**src/rtl/dti_pack.sv**
```systemverilog
// Shared DTI constants and types.
// AXIS_* widths size the stream payload, TBU_NUM* size the TBU fan-in and
// the source-id field, TRANSACTION_MAX_NUM bounds a legal message length.
package dti_pack;

    localparam int unsigned AXIS_DATA_WIDTH     = 80;
    localparam int unsigned AXIS_KEEP_WIDTH     = AXIS_DATA_WIDTH / 8;
    localparam int unsigned TBU_NUM             = 2;
    localparam int unsigned TBU_NUM_WIDTH       = 6;
    localparam int unsigned TRANSACTION_MAX_NUM = 5;

    // Upstream arbiter: IDLE = free to pick, LOCK = grant held until tlast
    typedef enum logic [0:0] {ARB_IDLE, ARB_LOCK} arb_state_t;

endpackage

```
**src/rtl/dti_tbu_arb_if.sv**
```systemverilog
// Bundle of the per-TBU DTI AXI-Stream inputs and the shared upstream link.
// Ports:
//   s_tvalid/s_tready/s_tdata/s_tkeep/s_tlast : one lane per TBU
//   m_tvalid/m_tready/m_tdata/m_tkeep/m_tlast/m_tid : upstream toward TCU
// Modports:
//   master : the arbiter (drives s_tready and the upstream link)
//   slave  : the surroundings (TBU senders and upstream sink)
interface dti_tbu_arb_if #(
    parameter int unsigned TBU_NUM       = dti_pack::TBU_NUM,
    parameter int unsigned TBU_NUM_WIDTH = dti_pack::TBU_NUM_WIDTH,
    parameter int unsigned DATA_WIDTH    = dti_pack::AXIS_DATA_WIDTH,
    parameter int unsigned KEEP_WIDTH    = DATA_WIDTH / 8
);

    logic [TBU_NUM-1:0]                 s_tvalid;
    logic [TBU_NUM-1:0]                 s_tready;
    logic [TBU_NUM-1:0][DATA_WIDTH-1:0] s_tdata;
    logic [TBU_NUM-1:0][KEEP_WIDTH-1:0] s_tkeep;
    logic [TBU_NUM-1:0]                 s_tlast;

    logic                     m_tvalid;
    logic                     m_tready;
    logic [DATA_WIDTH-1:0]    m_tdata;
    logic [KEEP_WIDTH-1:0]    m_tkeep;
    logic                     m_tlast;
    logic [TBU_NUM_WIDTH-1:0] m_tid;

    modport master (
        input  s_tvalid, s_tdata, s_tkeep, s_tlast, m_tready,
        output s_tready, m_tvalid, m_tdata, m_tkeep, m_tlast, m_tid
    );

    modport slave (
        output s_tvalid, s_tdata, s_tkeep, s_tlast, m_tready,
        input  s_tready, m_tvalid, m_tdata, m_tkeep, m_tlast, m_tid
    );

endinterface

```
**src/rtl/dti_rr_pick.sv**
```systemverilog
// Combinational round-robin first-one search.
// Ports:
//   req : request vector, one bit per TBU
//   ptr : highest-priority index this round
//   idx : first requesting index at or after ptr (wrapping)
//   any : at least one request present
module dti_rr_pick #(
    parameter int unsigned TBU_NUM = 2,
    parameter int unsigned PTR_W   = 1
) (
    input  logic [TBU_NUM-1:0] req,
    input  logic [PTR_W-1:0]   ptr,
    output logic [PTR_W-1:0]   idx,
    output logic               any
);

    // Walk ptr, ptr+1, ... mod TBU_NUM and keep the first hit
    always_comb begin
        int unsigned j;
        idx = '0;
        any = 1'b0;
        j   = 0;
        for (int unsigned i = 0; i < TBU_NUM; i++) begin
            j = (32'(ptr) + i) % TBU_NUM;
            if (!any && req[PTR_W'(j)]) begin
                idx = PTR_W'(j);
                any = 1'b1;
            end
        end
    end

endmodule

```
**src/rtl/dti_tbu_arb.sv**
```systemverilog
// Packet-level round-robin arbiter sharing one upstream DTI AXI-Stream link
// between TBU_NUM TBU ports. A grant is held from the first beat of a
// message until its tlast beat; every forwarded beat carries the source
// index on m_tid. One output register stage; err_len flags (sticky) any
// message running past MAX_BEATS beats without altering the traffic.
// Ports:
//   clk, rst_n : clock, asynchronous active-low reset
//   bus        : per-TBU s_* inputs with s_tready, upstream m_* (registered)
//   err_len    : sticky over-length message flag
module dti_tbu_arb #(
    parameter int unsigned TBU_NUM       = dti_pack::TBU_NUM,
    parameter int unsigned TBU_NUM_WIDTH = dti_pack::TBU_NUM_WIDTH,
    parameter int unsigned DATA_WIDTH    = dti_pack::AXIS_DATA_WIDTH,
    parameter int unsigned KEEP_WIDTH    = DATA_WIDTH / 8,
    parameter int unsigned MAX_BEATS     = dti_pack::TRANSACTION_MAX_NUM
) (
    input  logic                 clk,
    input  logic                 rst_n,
    dti_tbu_arb_if.master        bus,
    output logic                 err_len
);

    import dti_pack::*;

    localparam int unsigned PTR_W = (TBU_NUM > 1) ? $clog2(TBU_NUM) : 1;
    localparam int unsigned CNT_W = $clog2(MAX_BEATS + 1);

    arb_state_t               state, state_d;
    logic [PTR_W-1:0]         rr_ptr, rr_ptr_d;
    logic [PTR_W-1:0]         gnt_idx, gnt_idx_d;
    logic [PTR_W-1:0]         cand, sel;
    logic                     cand_any;
    logic                     slot_ok, accept, sel_last;
    logic [TBU_NUM-1:0]       s_tready_c;
    logic [CNT_W-1:0]         beat_cnt;

    logic                     m_tvalid_q;
    logic [DATA_WIDTH-1:0]    m_tdata_q;
    logic [KEEP_WIDTH-1:0]    m_tkeep_q;
    logic                     m_tlast_q;
    logic [TBU_NUM_WIDTH-1:0] m_tid_q;
    logic                     err_len_q;

    function automatic logic [PTR_W-1:0] next_idx(input logic [PTR_W-1:0] i);
        return (32'(i) == TBU_NUM - 1) ? '0 : i + 1'b1;
    endfunction

    dti_rr_pick #(
        .TBU_NUM (TBU_NUM),
        .PTR_W   (PTR_W)
    ) u_pick (
        .req (bus.s_tvalid),
        .ptr (rr_ptr),
        .idx (cand),
        .any (cand_any)
    );

    // Output register can take a beat when empty or draining this cycle
    assign slot_ok = !m_tvalid_q || bus.m_tready;

    // State register
    always_ff @(posedge clk or negedge rst_n) begin
        if (!rst_n) begin
            state   <= ARB_IDLE;
            rr_ptr  <= '0;
            gnt_idx <= '0;
        end else begin
            state   <= state_d;
            rr_ptr  <= rr_ptr_d;
            gnt_idx <= gnt_idx_d;
        end
    end

    // Grant selection, ready generation and next state
    always_comb begin
        state_d    = state;
        rr_ptr_d   = rr_ptr;
        gnt_idx_d  = gnt_idx;
        s_tready_c = '0;
        sel        = cand;
        accept     = 1'b0;
        sel_last   = 1'b0;
        unique case (state)
            ARB_IDLE: begin
                sel = cand;
                if (cand_any) begin
                    s_tready_c[cand] = slot_ok;
                    accept           = slot_ok;
                    sel_last         = bus.s_tlast[cand];
                    if (accept) begin
                        if (sel_last) begin
                            rr_ptr_d = next_idx(cand);
                        end else begin
                            state_d   = ARB_LOCK;
                            gnt_idx_d = cand;
                        end
                    end
                end
            end
            ARB_LOCK: begin
                sel                 = gnt_idx;
                s_tready_c[gnt_idx] = slot_ok;
                accept              = slot_ok && bus.s_tvalid[gnt_idx];
                sel_last            = bus.s_tlast[gnt_idx];
                if (accept && sel_last) begin
                    state_d  = ARB_IDLE;
                    rr_ptr_d = next_idx(gnt_idx);
                end
            end
            default: state_d = ARB_IDLE;
        endcase
    end

    // Upstream output stage: reload on accept, otherwise drain on ready
    always_ff @(posedge clk or negedge rst_n) begin
        if (!rst_n) begin
            m_tvalid_q <= 1'b0;
            m_tdata_q  <= '0;
            m_tkeep_q  <= '0;
            m_tlast_q  <= 1'b0;
            m_tid_q    <= '0;
        end else if (accept) begin
            m_tvalid_q <= 1'b1;
            m_tdata_q  <= bus.s_tdata[sel];
            m_tkeep_q  <= bus.s_tkeep[sel];
            m_tlast_q  <= sel_last;
            m_tid_q    <= TBU_NUM_WIDTH'(sel);
        end else if (bus.m_tready) begin
            m_tvalid_q <= 1'b0;
        end
    end

    // Message length tracking; err_len is sticky until reset
    always_ff @(posedge clk or negedge rst_n) begin
        if (!rst_n) begin
            beat_cnt  <= '0;
            err_len_q <= 1'b0;
        end else if (accept) begin
            if (sel_last) begin
                beat_cnt <= '0;
            end else begin
                if (beat_cnt != CNT_W'(MAX_BEATS)) begin
                    beat_cnt <= beat_cnt + 1'b1;
                end
                if (beat_cnt == CNT_W'(MAX_BEATS - 1)) begin
                    err_len_q <= 1'b1;
                end
            end
        end
    end

    assign bus.s_tready = s_tready_c;
    assign bus.m_tvalid = m_tvalid_q;
    assign bus.m_tdata  = m_tdata_q;
    assign bus.m_tkeep  = m_tkeep_q;
    assign bus.m_tlast  = m_tlast_q;
    assign bus.m_tid    = m_tid_q;
    assign err_len      = err_len_q;

endmodule

```
**src/flat_wrapper.sv**
```systemverilog
// flat-port wrapper written by rule: the top's interface ports become plain ports
module dti_tbu_arb_flat import dti_pack::*;
#(
    parameter int unsigned TBU_NUM       = dti_pack::TBU_NUM,
    parameter int unsigned TBU_NUM_WIDTH = dti_pack::TBU_NUM_WIDTH,
    parameter int unsigned DATA_WIDTH    = dti_pack::AXIS_DATA_WIDTH,
    parameter int unsigned KEEP_WIDTH    = DATA_WIDTH / 8,
    parameter int unsigned MAX_BEATS     = dti_pack::TRANSACTION_MAX_NUM
)
  (clk, rst_n, err_len, bus_s_tvalid, bus_s_tdata, bus_s_tkeep, bus_s_tlast, bus_m_tready, bus_s_tready, bus_m_tvalid, bus_m_tdata, bus_m_tkeep, bus_m_tlast, bus_m_tid);
  dti_tbu_arb_if #(.TBU_NUM(TBU_NUM), .TBU_NUM_WIDTH(TBU_NUM_WIDTH), .DATA_WIDTH(DATA_WIDTH), .KEEP_WIDTH(KEEP_WIDTH)) bus_i ();
  input  logic clk;
  input  logic rst_n;
  output logic err_len;
  input wire logic [$bits(bus_i.s_tvalid)-1:0] bus_s_tvalid;
  input wire logic [$bits(bus_i.s_tdata)-1:0] bus_s_tdata;
  input wire logic [$bits(bus_i.s_tkeep)-1:0] bus_s_tkeep;
  input wire logic [$bits(bus_i.s_tlast)-1:0] bus_s_tlast;
  input wire logic [$bits(bus_i.m_tready)-1:0] bus_m_tready;
  output wire logic [$bits(bus_i.s_tready)-1:0] bus_s_tready;
  output wire logic [$bits(bus_i.m_tvalid)-1:0] bus_m_tvalid;
  output wire logic [$bits(bus_i.m_tdata)-1:0] bus_m_tdata;
  output wire logic [$bits(bus_i.m_tkeep)-1:0] bus_m_tkeep;
  output wire logic [$bits(bus_i.m_tlast)-1:0] bus_m_tlast;
  output wire logic [$bits(bus_i.m_tid)-1:0] bus_m_tid;
  assign bus_i.s_tvalid = bus_s_tvalid;
  assign bus_i.s_tdata = bus_s_tdata;
  assign bus_i.s_tkeep = bus_s_tkeep;
  assign bus_i.s_tlast = bus_s_tlast;
  assign bus_i.m_tready = bus_m_tready;
  assign bus_s_tready = bus_i.s_tready;
  assign bus_m_tvalid = bus_i.m_tvalid;
  assign bus_m_tdata = bus_i.m_tdata;
  assign bus_m_tkeep = bus_i.m_tkeep;
  assign bus_m_tlast = bus_i.m_tlast;
  assign bus_m_tid = bus_i.m_tid;
  dti_tbu_arb #(.TBU_NUM(TBU_NUM), .TBU_NUM_WIDTH(TBU_NUM_WIDTH), .DATA_WIDTH(DATA_WIDTH), .KEEP_WIDTH(KEEP_WIDTH), .MAX_BEATS(MAX_BEATS)) u_core (.clk(clk), .rst_n(rst_n), .bus(bus_i), .err_len(err_len));
endmodule
```
**config.mk**
```make
export PLATFORM = sky130hd
export DESIGN_NAME = dti_tbu_arb_flat
export DESIGN_NICKNAME = d
export VERILOG_FILES = /design/src/rtl/dti_pack.sv /design/src/rtl/dti_tbu_arb_if.sv /design/src/rtl/dti_rr_pick.sv /design/src/rtl/dti_tbu_arb.sv /design/src/flat_wrapper.sv
export SDC_FILE = /design/constraint.sdc
export NUM_CORES = 1
export LEC_CHECK = 0
export ABC_AREA = 0
export CORE_UTILIZATION = 38
export CTS_CLUSTER_DIAMETER = 60
export DETAILED_ROUTE_END_ITERATION = 16
export GPL_TIMING_DRIVEN = 1
export PLACE_DENSITY_LB_ADDON = 0.1
export SYNTH_ARGS = -nofsm -noshare
export SYNTH_HDL_FRONTEND = slang
export SYNTH_SLANG_ARGS = --single-unit
```
**constraint.sdc**
```tcl
create_clock -name clk -period 2.39 [get_ports clk]
set_input_delay 0.239 -clock clk [delete_from_list [all_inputs] [get_ports clk]]
set_output_delay 0.239 -clock clk [all_outputs]
set_load 0.02 [all_outputs]
```
=== Yosys cells after proc, flatten, opt, wreduce, memory -nomap -nowiden ===
Cells that the tools add are included.

* Equality and inequality tests: 6
* Add/subtract/negate cells: 4
* Multipliers: 0
* $lt $le $gt $ge: 7
* Reduce and logical (&&, ||, !) cells: 14
* Shift operators: 0
* Multiplexer cells: 45
* Bitwise operators: 5
* Divide/modulo/power cells: 0

{| class="wikitable"
|+ Operator list
! cell !! count
|-
| $mux W80 || 2
|-
| $mux W1 || 30
|-
| $mux W10 || 2
|-
| $lt A1 B2 Y1 const B || 5
|-
| $pmux W1 S2 || 5
|-
| $reduce_and A4 Y1 || 2
|-
| $mux W3 || 2
|-
| $ne A2 B1 Y1 const B || 3
|-
| $logic_and A1 B1 Y1 || 5
|-
| $and A2 B2 Y2 || 2
|-
| $pmux W2 S2 || 1
|-
| $reduce_bool A2 Y1 || 2
|-
| $add A1 B1 Y1 const B || 3
|-
| $add A3 B1 Y3 const B || 1
|-
| $eq A3 B3 Y1 const B || 1
|-
| $ne A3 B3 Y1 const B || 1
|-
| $not A1 Y1 || 3
|-
| $reduce_and A3 Y1 || 1
|-
| $demux W1 S1 || 2
|-
| $ge A1 B1 Y1 const B || 2
|-
| $logic_not A1 Y1 || 2
|-
| $mux W2 || 1
|-
| $ne A2 B2 Y1 const B || 1
|-
| $reduce_and A2 Y1 || 1
|-
| $logic_or A1 B1 Y1 || 1
|}

* Register bits: 100
* Latch bits: 0
* Memory bits (read-only): 0
* Memories kept: 0
* Bits in writable memories: 0

=== Logic depth before layout (Yosys ltp) ===
* Word-level depth: 13
* Mapped depth: 8

=== Cells and area by module ===
A second synthesis with hierarchy kept.

* Cells, all modules: 473
* Area, all modules: 5,560.3 um^2

{| class="wikitable"
|+ By module, submodules not included
! module !! area an instance (um^2) !! cells each !! sequential area each (um^2) !! times used
|-
| dti_tbu_arb || 5,542.8 || 470 || 2,502.4 || 1
|-
| dti_rr_pick || 17.5 || 3 || 0.0 || 1
|}

=== Worst setup path before layout ===
Ideal clock, no wire load.

* Path kind: register -> register
* Start point: reg u_core.gnt_idx
* End point: reg u_core.beat_cnt[1]
* Stages on the path, launching flop included: 7
* Path slack: 0.692 ns
* Library setup time: 0.126 ns
* Path buffers: 3
* Data arrival time: 1.572 ns
* Cell sequence: dfrtp_1 buf_4 mux2i_1 a211o_1 buf_6 buf_6 a221o_1

* Cells in the longest elaborated chain, start to end: 5
* Elaborated cells between the ends (all ways): 10
* Those cells by class: 7 x mux; 3 x reduce/logical

{| class="wikitable"
|+ RTL lines
! what !! RTL line !! RTL
|-
| start, declared || dti_tbu_arb.sv:30 || <nowiki>logic [PTR_W-1:0] gnt_idx, gnt_idx_d;</nowiki>
|-
| start signal, assigned || dti_tbu_arb.sv:70 || <nowiki>gnt_idx <= gnt_idx_d;</nowiki>
|-
| $mux W1 (on tied branches) (2 in a row) || dti_tbu_arb.sv:104, dti_tbu_arb.sv:103 ||
|-
| $pmux W1 S2 or $logic_and A1 B1 Y1 (tied branches) || dti_tbu_arb.sv:83, dti_tbu_arb.sv:103 ||
|-
| $reduce_bool A2 Y1 (no source line) or $pmux W1 S2 (tied branches) || n/a ||
|-
| $reduce_and A2 Y1 (no source line) || n/a ||
|-
| end signal, assigned || dti_tbu_arb.sv:143 || <nowiki>beat_cnt <= beat_cnt + 1'b1;</nowiki>
|-
| end, declared || dti_tbu_arb.sv:35 || <nowiki>logic [CNT_W-1:0] beat_cnt;</nowiki>
|}

Parallel ways exist; a longest one is shown, timed or not. The select of a mux whose other input is x is not followed.
A chain may end at the register's enable or synchronous reset.

=== Worst setup path after layout ===
* Start point: in bus_s_tvalid[1]
* End point: out bus_s_tready[0]

* Cells in the longest elaborated chain, start to end: 13
* Elaborated cells between the ends (all ways): 18
* Those cells by class: 2 x order compare; 12 x mux; 1 x bitwise; 3 x reduce/logical

{| class="wikitable"
|+ RTL lines
! what !! RTL line !! RTL
|-
| start, declared || flat_wrapper.sv:15 || <nowiki>input wire logic [$bits(bus_i.s_tvalid)-1:0] bus_s_tvalid;</nowiki>
|-
| $mux W1 (implied by the code) (2 in a row) || dti_rr_pick.sv:25 || <nowiki>if (!any && req[PTR_W'(j)]) begin</nowiki>
|-
| $mux W1 || dti_rr_pick.sv:25 ||
|-
| $logic_not A1 Y1 || dti_rr_pick.sv:25 ||
|-
| $logic_and A1 B1 Y1 || dti_rr_pick.sv:25 ||
|-
| $mux W1 || dti_rr_pick.sv:25 ||
|-
| $lt A1 B2 Y1 (implied by the code) or $ge A1 B1 Y1 (tied branches) || dti_tbu_arb.sv:87 || <nowiki>s_tready_c[cand] = slot_ok;</nowiki>
|-
| $logic_and A1 B1 Y1 (implied by the code) || dti_tbu_arb.sv:87 ||
|-
| $mux W1 (implied by the code) || dti_tbu_arb.sv:87 ||
|-
| $demux W1 S1 || n/a ||
|-
| $and A2 B2 Y2 (no source line) || n/a ||
|-
| $mux W2 * || dti_tbu_arb.sv:86 || <nowiki>if (cand_any) begin</nowiki>
|-
| $pmux W2 S2 * || dti_tbu_arb.sv:83 || <nowiki>unique case (state)</nowiki>
|-
| end, declared || flat_wrapper.sv:20 || <nowiki>output wire logic [$bits(bus_i.s_tready)-1:0] bus_s_tready;</nowiki>
|}

Mark *: on every way between the ends. The rest lies on a longest branch, timed or not. The select of a mux whose other input is x is not followed.

==> summary.txt <==
status -> finished, final reports clean
relative slew slack -> 66.5%
crit start category -> primary input
initial antenna violation count -> 0
Top FF cell, synth -> dfrtp_1
Max Cap Violations -> 0
CTS tree -> yes
Synth Register Bits -> 100
I/O Pins -> 288
share of the synthesized area in the top cell type -> 52.0%
Clock Tree Root -> clkbuf_16
Via density -> 4.77
Tot GR Track Use -> 21.9%
Post-Route WL -> 14200 µm
syn_area_per_cell -> 10.3 µm²
Fillers -> 967
critical path endpoint category -> primary output
total congestion overflow -> 0
mapped cell area -> 4810 µm²
Post-synth EDFFs -> 0
worst-path fanout max -> 8
Port-buffer cells -> 282
Worst path max stage delay -> 0.55 ns
Die Wd -> 115 µm
Final Slew Violations -> 0
synth cell count leaders -> 100 x dfrtp_1, 98 x nand2_1, 93 x mux2i_1
die area -> 13100 µm²
Area Growth Syn to Fin -> 68.0%
logic gate share of total power -> 56.2%
flop-to-flop setup slack -> 0.48 ns
Max Buffers Root-to-Sink -> 2
FMAX -> 0.437 GHz
core area -> 12200 µm²
share of layout cells above drive strength 1 -> 3.78%
Clk pwr share -> 14.3%
multi-input logic area -> 2110 µm²
Async S/R FF share, synth -> 100%
routed len/inst -> 15.6 µm
final setup violating endpoints -> 0
part of the power in registers -> 29.5%
Placer Congestion -> 0.864
RSZ-0062 raised after global routing -> false
pwr/cell area -> 1250 nW/µm²
row cnt -> 40
vias in the first global route -> 4430
Mapped Cells -> 468
Setup TNS Final -> 0 ns
Antenna Cells -> 0
clk_skew -> 0.00704 ns
critical path required time -> 2.15 ns
critical path's slowest cell -> clkdlybuf4s50_1
largest net degree at the start of global routing -> 73
DR pass1 iterations -> 4
post-synth top area cell -> dfrtp_1
first-pass GRT wire length -> 22100 µm
Most common cell on crit path -> nor2_1
CP arrival -> 2.05 ns
Initial Util -> 39.6%
Die Y-Extent -> 115 µm
P_sw -> 4.01 mW
HP Class -> in -> async
top post-synthesis cells by area -> dfrtp_1 52%, mux2i_1 19%, o21ai_0 8.6%
CP Class -> in -> out
drt first-iter violations -> 167
count leader, synth -> dfrtp_1
Worst Max-Slew Pin Slew -> 0.502 ns
CTS Buf Count -> 9
cell chain of the critical path -> clkdlybuf4s50_1, nor2_1, nor2_1, a21oi_1, nor2_1, clkdlybuf4s50_1
cells on worst reg2reg path -> 4
antenna-violating nets left -> 0
# resized after CTS -> 0
Pint -> 6.11 mW
area taken by flip-flops and latches -> 2500 µm²
number of remaining DRC errors -> 0
Period minus WS final -> 2.29 ns
total power -> 10.1 mW
half-perimeter wire length after placement -> 11200 µm
total number of vias -> 4331
R2R Path Start -> u_core.gnt_idx
final hold violation count -> 0
final period utilization -> 95.7%
hold_ws -> 0.316 ns
Syn. warnings -> 0
Synth cell types -> 34
clock latency on the worst-skew pair -> 0.34 ns
switching share of power -> 39.6%
leakage -> 3.62 nW
post-synthesis sequential area ratio -> 52.0%
# clock sinks -> 100
CTS HTree Levels -> 3
Peak VDD IR -> 599 µV
Reg clk slew, reported paths -> 0.06 ns
worst reg2reg path endpoint -> u_core.bus.m_tdata[33]
fin nets -> 927
worst max-delay path by stage:
stage | from | end | slack, ns
after floorplan | u_core.gnt_idx | u_core.beat_cnt[1] | 0.69
after detailed placement | bus_s_tvalid[1] | bus_s_tready[0] | 0.15
after global placement | bus_s_tvalid[1] | bus_s_tready[1] | 0.23
after global routing | bus_s_tvalid[1] | bus_s_tready[0] | 0.03
after CTS | bus_s_tvalid[1] | bus_s_tready[0] | 0.15
final | bus_s_tvalid[1] | bus_s_tready[0] | 0.10
worst max-delay path: cells and delay by family:
family | cells | cell delay, ns
AND/OR/NAND/NOR | 3 | 0.52
AO/OA/AOI/OAI | 1 | 0.20
buffers and inverters | 2 | 1.08
registers in the layout, indices dropped and copies added (netlist names):
register and flops:
u_core.bus.m_tdata 80, u_core.gnt_idx 1, u_core.bus.m_tkeep 10, u_core.bus.m_tlast 1, u_core.rr_ptr 1, u_core.bus.m_tvalid 1
u_core.state 1, u_core.bus.m_tid 1, u_core.err_len 1, u_core.beat_cnt 3
layer usage:
layer | share of wire (%) | track usage (%)
met5 | 0 | 0
met4 | 1.5 | 7.71
met3 | 10 | 7.36
met2 | 51 | 40.8
met1 | 37 | 22.8
per-stage QoR:
step	std cells	util, %	instance area [µm²]	setup slack, ns
after global routing	908	66.5	8090	0.0255
after CTS	908	66.5	8090	0.146
final	908	66.5	8090	0.102
after global placement	893	64.0	7780	0.227
after detailed placement	893	64.0	7780	0.145
after floorplan	472	-	4830	0.692
final cells by class:
type                    count  share of cell area, %
clock buffers              12                   3.17
clock inverters             2                  0.433
inverters                   4                  0.186
multi-input cells         330                   26.1
flip-flops and latches    100                   30.9
well taps                 168                   2.60
repair buffers            292                   36.6
placed cells by master (no fill, tap or decap), types with 3 or more instances in the layout:
master / synthesis / routed
nor2_1: 3 / 3
inv_1: 4 / 4
clkdlybuf4s50_1: 0 / 281
a21oi_1: 4 / 4
o21ai_0: 83 / 83
nor2b_1: 5 / 5
dfrtp_1: 100 / 100
conb_1: 1 / 5
buf_4: 13 / 5
buf_12: 0 / 5
o21ai_1: 10 / 10
mux2i_1: 93 / 93
clkbuf_16: 0 / 9
or3_1: 3 / 3
ha_1: 3 / 3
nand2_1: 98 / 98
power by group through the flow:
stage / registers [mW] / logic (mW) / clock network (mW)
final: 2.99 / 5.68 / 1.45
after global routing: 3.11 / 6.14 / 1.55
after CTS: 3.00 / 5.76 / 1.48
after detailed placement: 3.02 / 5.75 / 0
after global placement: 2.98 / 5.64 / 0
after floorplan: 3.92 / 2.27 / 0
kinds of logic (layout without fill, tap and decap cells):
logic type	count (synthesis)	in the layout	synth area share (%)
compound gates	111	111	12.6
fa+ha+maj	3	3	0.780
buf+inv	42	310	4.89
flops	100	100	52.0
mux	95	95	19.8
other cells	1	5	0.0779
simple gates	116	116	9.85
what timing repair did:
item,4_1_cts,5_1_grt
hold buffers,1,0
endpoints found under the hold margin,14,0
setup buffers,0,0
Power figures use the tool's default switching activity.
==> patch (same flow settings) <==
Change the package constant `TRANSACTION_MAX_NUM` from 5 to 10.
--- a/src/rtl/dti_pack.sv
+++ b/src/rtl/dti_pack.sv
@@ -9,3 +9,3 @@
     localparam int unsigned TBU_NUM_WIDTH       = 6;
-    localparam int unsigned TRANSACTION_MAX_NUM = 5;
+    localparam int unsigned TRANSACTION_MAX_NUM = 10;
 
Function: no difference found for any inputs over 4 cycles, from zero or initial values and one cycle with rst_n low; that may be too few to reach the edited logic, so the function may still have changed.
==> patch against the original RTL <==
- cell area rose by 0.73%
- sequential cell count rose by 1
- worst setup slack improved by 0.0064 ns
- critical path depth fell by 3
- wire length fell by 0.51%
- total power rose by 0.63%
- utilization rose by 0.21 points
- area after synthesis rose by 0.57%
- critical endpoint unchanged
- largest power group unchanged
- highest routed layer unchanged
==> patch: results (changes against the original RTL) <==
metric;value;unit;change
status;completed;;
Distinct cells, synth;37;;+8.8%
worst-skew pair later-pin latency;0.35;ns;
top cells by area in the synthesized netlist;dfrtp_1, mux2i_1, o21ai_0, nand2_1, buf_4;;
worst ir drop on vdd;0.6098;mV;+1.8%
commonest cells in the synthesized netlist;dfrtp_1, nand2_1, mux2i_1;;
placed insts;899;;+0.67%
layout net count;933;;+0.65%
clock tree buffer depth;2;;unchanged
Top FF cell, synth;dfrtp_1;;
via-per-instance ratio;4.777;;+0.16%
detailed-route via count;4376;;+1.0%
Port Buf Inserts;282;;unchanged
initial antenna violation count;0;;unchanged
Final HPWL DP;10920;um;-2.5%
first-pass GRT wire length;21940;um;-0.50%
DR iter-0 viols;165;;-1.2%
worst setup path startpoint;u_core.state$_DFF_PN0_;;
CTS H-tree depth;3;;unchanged
LEAKAGE;3.704;nW;+2.3%
sequential share of the synthesized area;52.22;%;+0.22 points
drt first pass iters;6;;+2
GP Congestion;0.8168;;-5.5%
CP max FO;12;;+4
P_sw;4.076;mW;+1.6%
worst reg2reg path startpoint;u_core.gnt_idx$_DFFE_PN0P_;;
share of layout cells above drive strength 1;4.545;%;+0.76 points
Fill cells;1051;;+8.7%
Post-Syn Instances;469;;+0.21%
Hold WC Path Type;input port to async pin;;
largest net degree at the start of global routing;85;;+16%
WL/cell;15.43;um;-1.4%
clk_skew;0.01001;ns;+0.002970 ns
peak per-stage delay on the critical path;0.62;ns;+0.07 ns
number of global-route vias before repair;4530;;+2.3%
CP max-delay cell;dfrtp_1;;
ANT cells;0;;unchanged
Max-Slew Margin vs Limit;64.97;%;-1.6 points
Overall Global Routing Usage;21.77;%;-0.10 points
[patch: critical path: cells and delay by family, from the launching register on]
family,cells,cell delay [ns]
flops,1,0.62
mux,1,0.38
buf+inv,1,0.61
simple gates,1,0.09
[patch: path summary, 6_finish.rpt]
kind | slack [ns] | depth (start not counted) | endpoint
max | 0.11 | 3 | bus_s_tready[0]
min | 0.35 | 2 | u_core.bus.m_tvalid$_DFFE_PN0P_
max reg2reg | 0.46 | 4 | u_core.bus.m_tdata[23]$_DFFE_PN0P_
min reg2reg | 0.48 | 1 | u_core.bus.m_tlast$_DFFE_PN0P_
max in group asynchronous | 1.41 | 3 | u_core.bus.m_tdata[31]$_DFFE_PN0P_
min in group clk | 0.48 | 1 | u_core.bus.m_tlast$_DFFE_PN0P_
[patch: through the flow]
| step | hold WS (ns) | instance area [um2] | setup WS [ns] |
|---|---|---|---|
| floorplan | -0.05659 | 4855 | 0.7014 |
| global placement | 0.1629 | 7843 | 0.2463 |
| detailed placement | 0.1669 | 7843 | 0.2123 |
| CTS | 0.3529 | 8145 | 0.09150 |
| global route | 0.3735 | 8145 | 0.007891 |
| finish | 0.3540 | 8145 | 0.1085 |
[patch: metal layers]
| metal | share of wire, % | vias up | wire length [um] | GRT usage, % |
|---|---|---|---|---|
| li1 | - | 2165 | - | - |
| met1 | 36 | 2008 | 5053 | 22.03 |
| met2 | 52 | 179 | 7368 | 40.08 |
| met3 | 9.2 | 24 | 1307 | 7.327 |
| met4 | 2.9 | 0 | 405 | 10.48 |
| met5 | 0 | - | 0 | 0 |
[patch: final cells by class]
cell class              instances  share of cell area [%]
clock buffers                  10                   2.811
clock inverters                 6                  0.7834
inverters                       5                  0.2304
multi-input cells             330                   25.85
flip-flops and latches        101                   31.03
well taps                     168                   2.581
repair buffers                296                   36.71
[patch: power by group through the flow]
stage	combinational, mW	clock [mW]	sequential, mW
CTS	5.79	1.49	3.03
detailed placement	5.77	0	3.04
global placement	5.66	0	3.00
finish	5.71	1.45	3.02
global route	6.16	1.56	3.14
floorplan	2.32	0	3.93
[patch: kinds of logic (layout without fill, tap and decap cells)]
logic type,Yosys count,after routing,share of synthesized area (%)
AO/OA/AOI/OAI,114,114,13.29
AND/OR/NAND/NOR,114,114,9.411
flip-flops,101,101,52.22
multiplexers,94,94,19.47
buffers and inverters,42,317,4.757
adder cells (fa/ha/maj),3,3,0.7757
other,1,5,0.07749
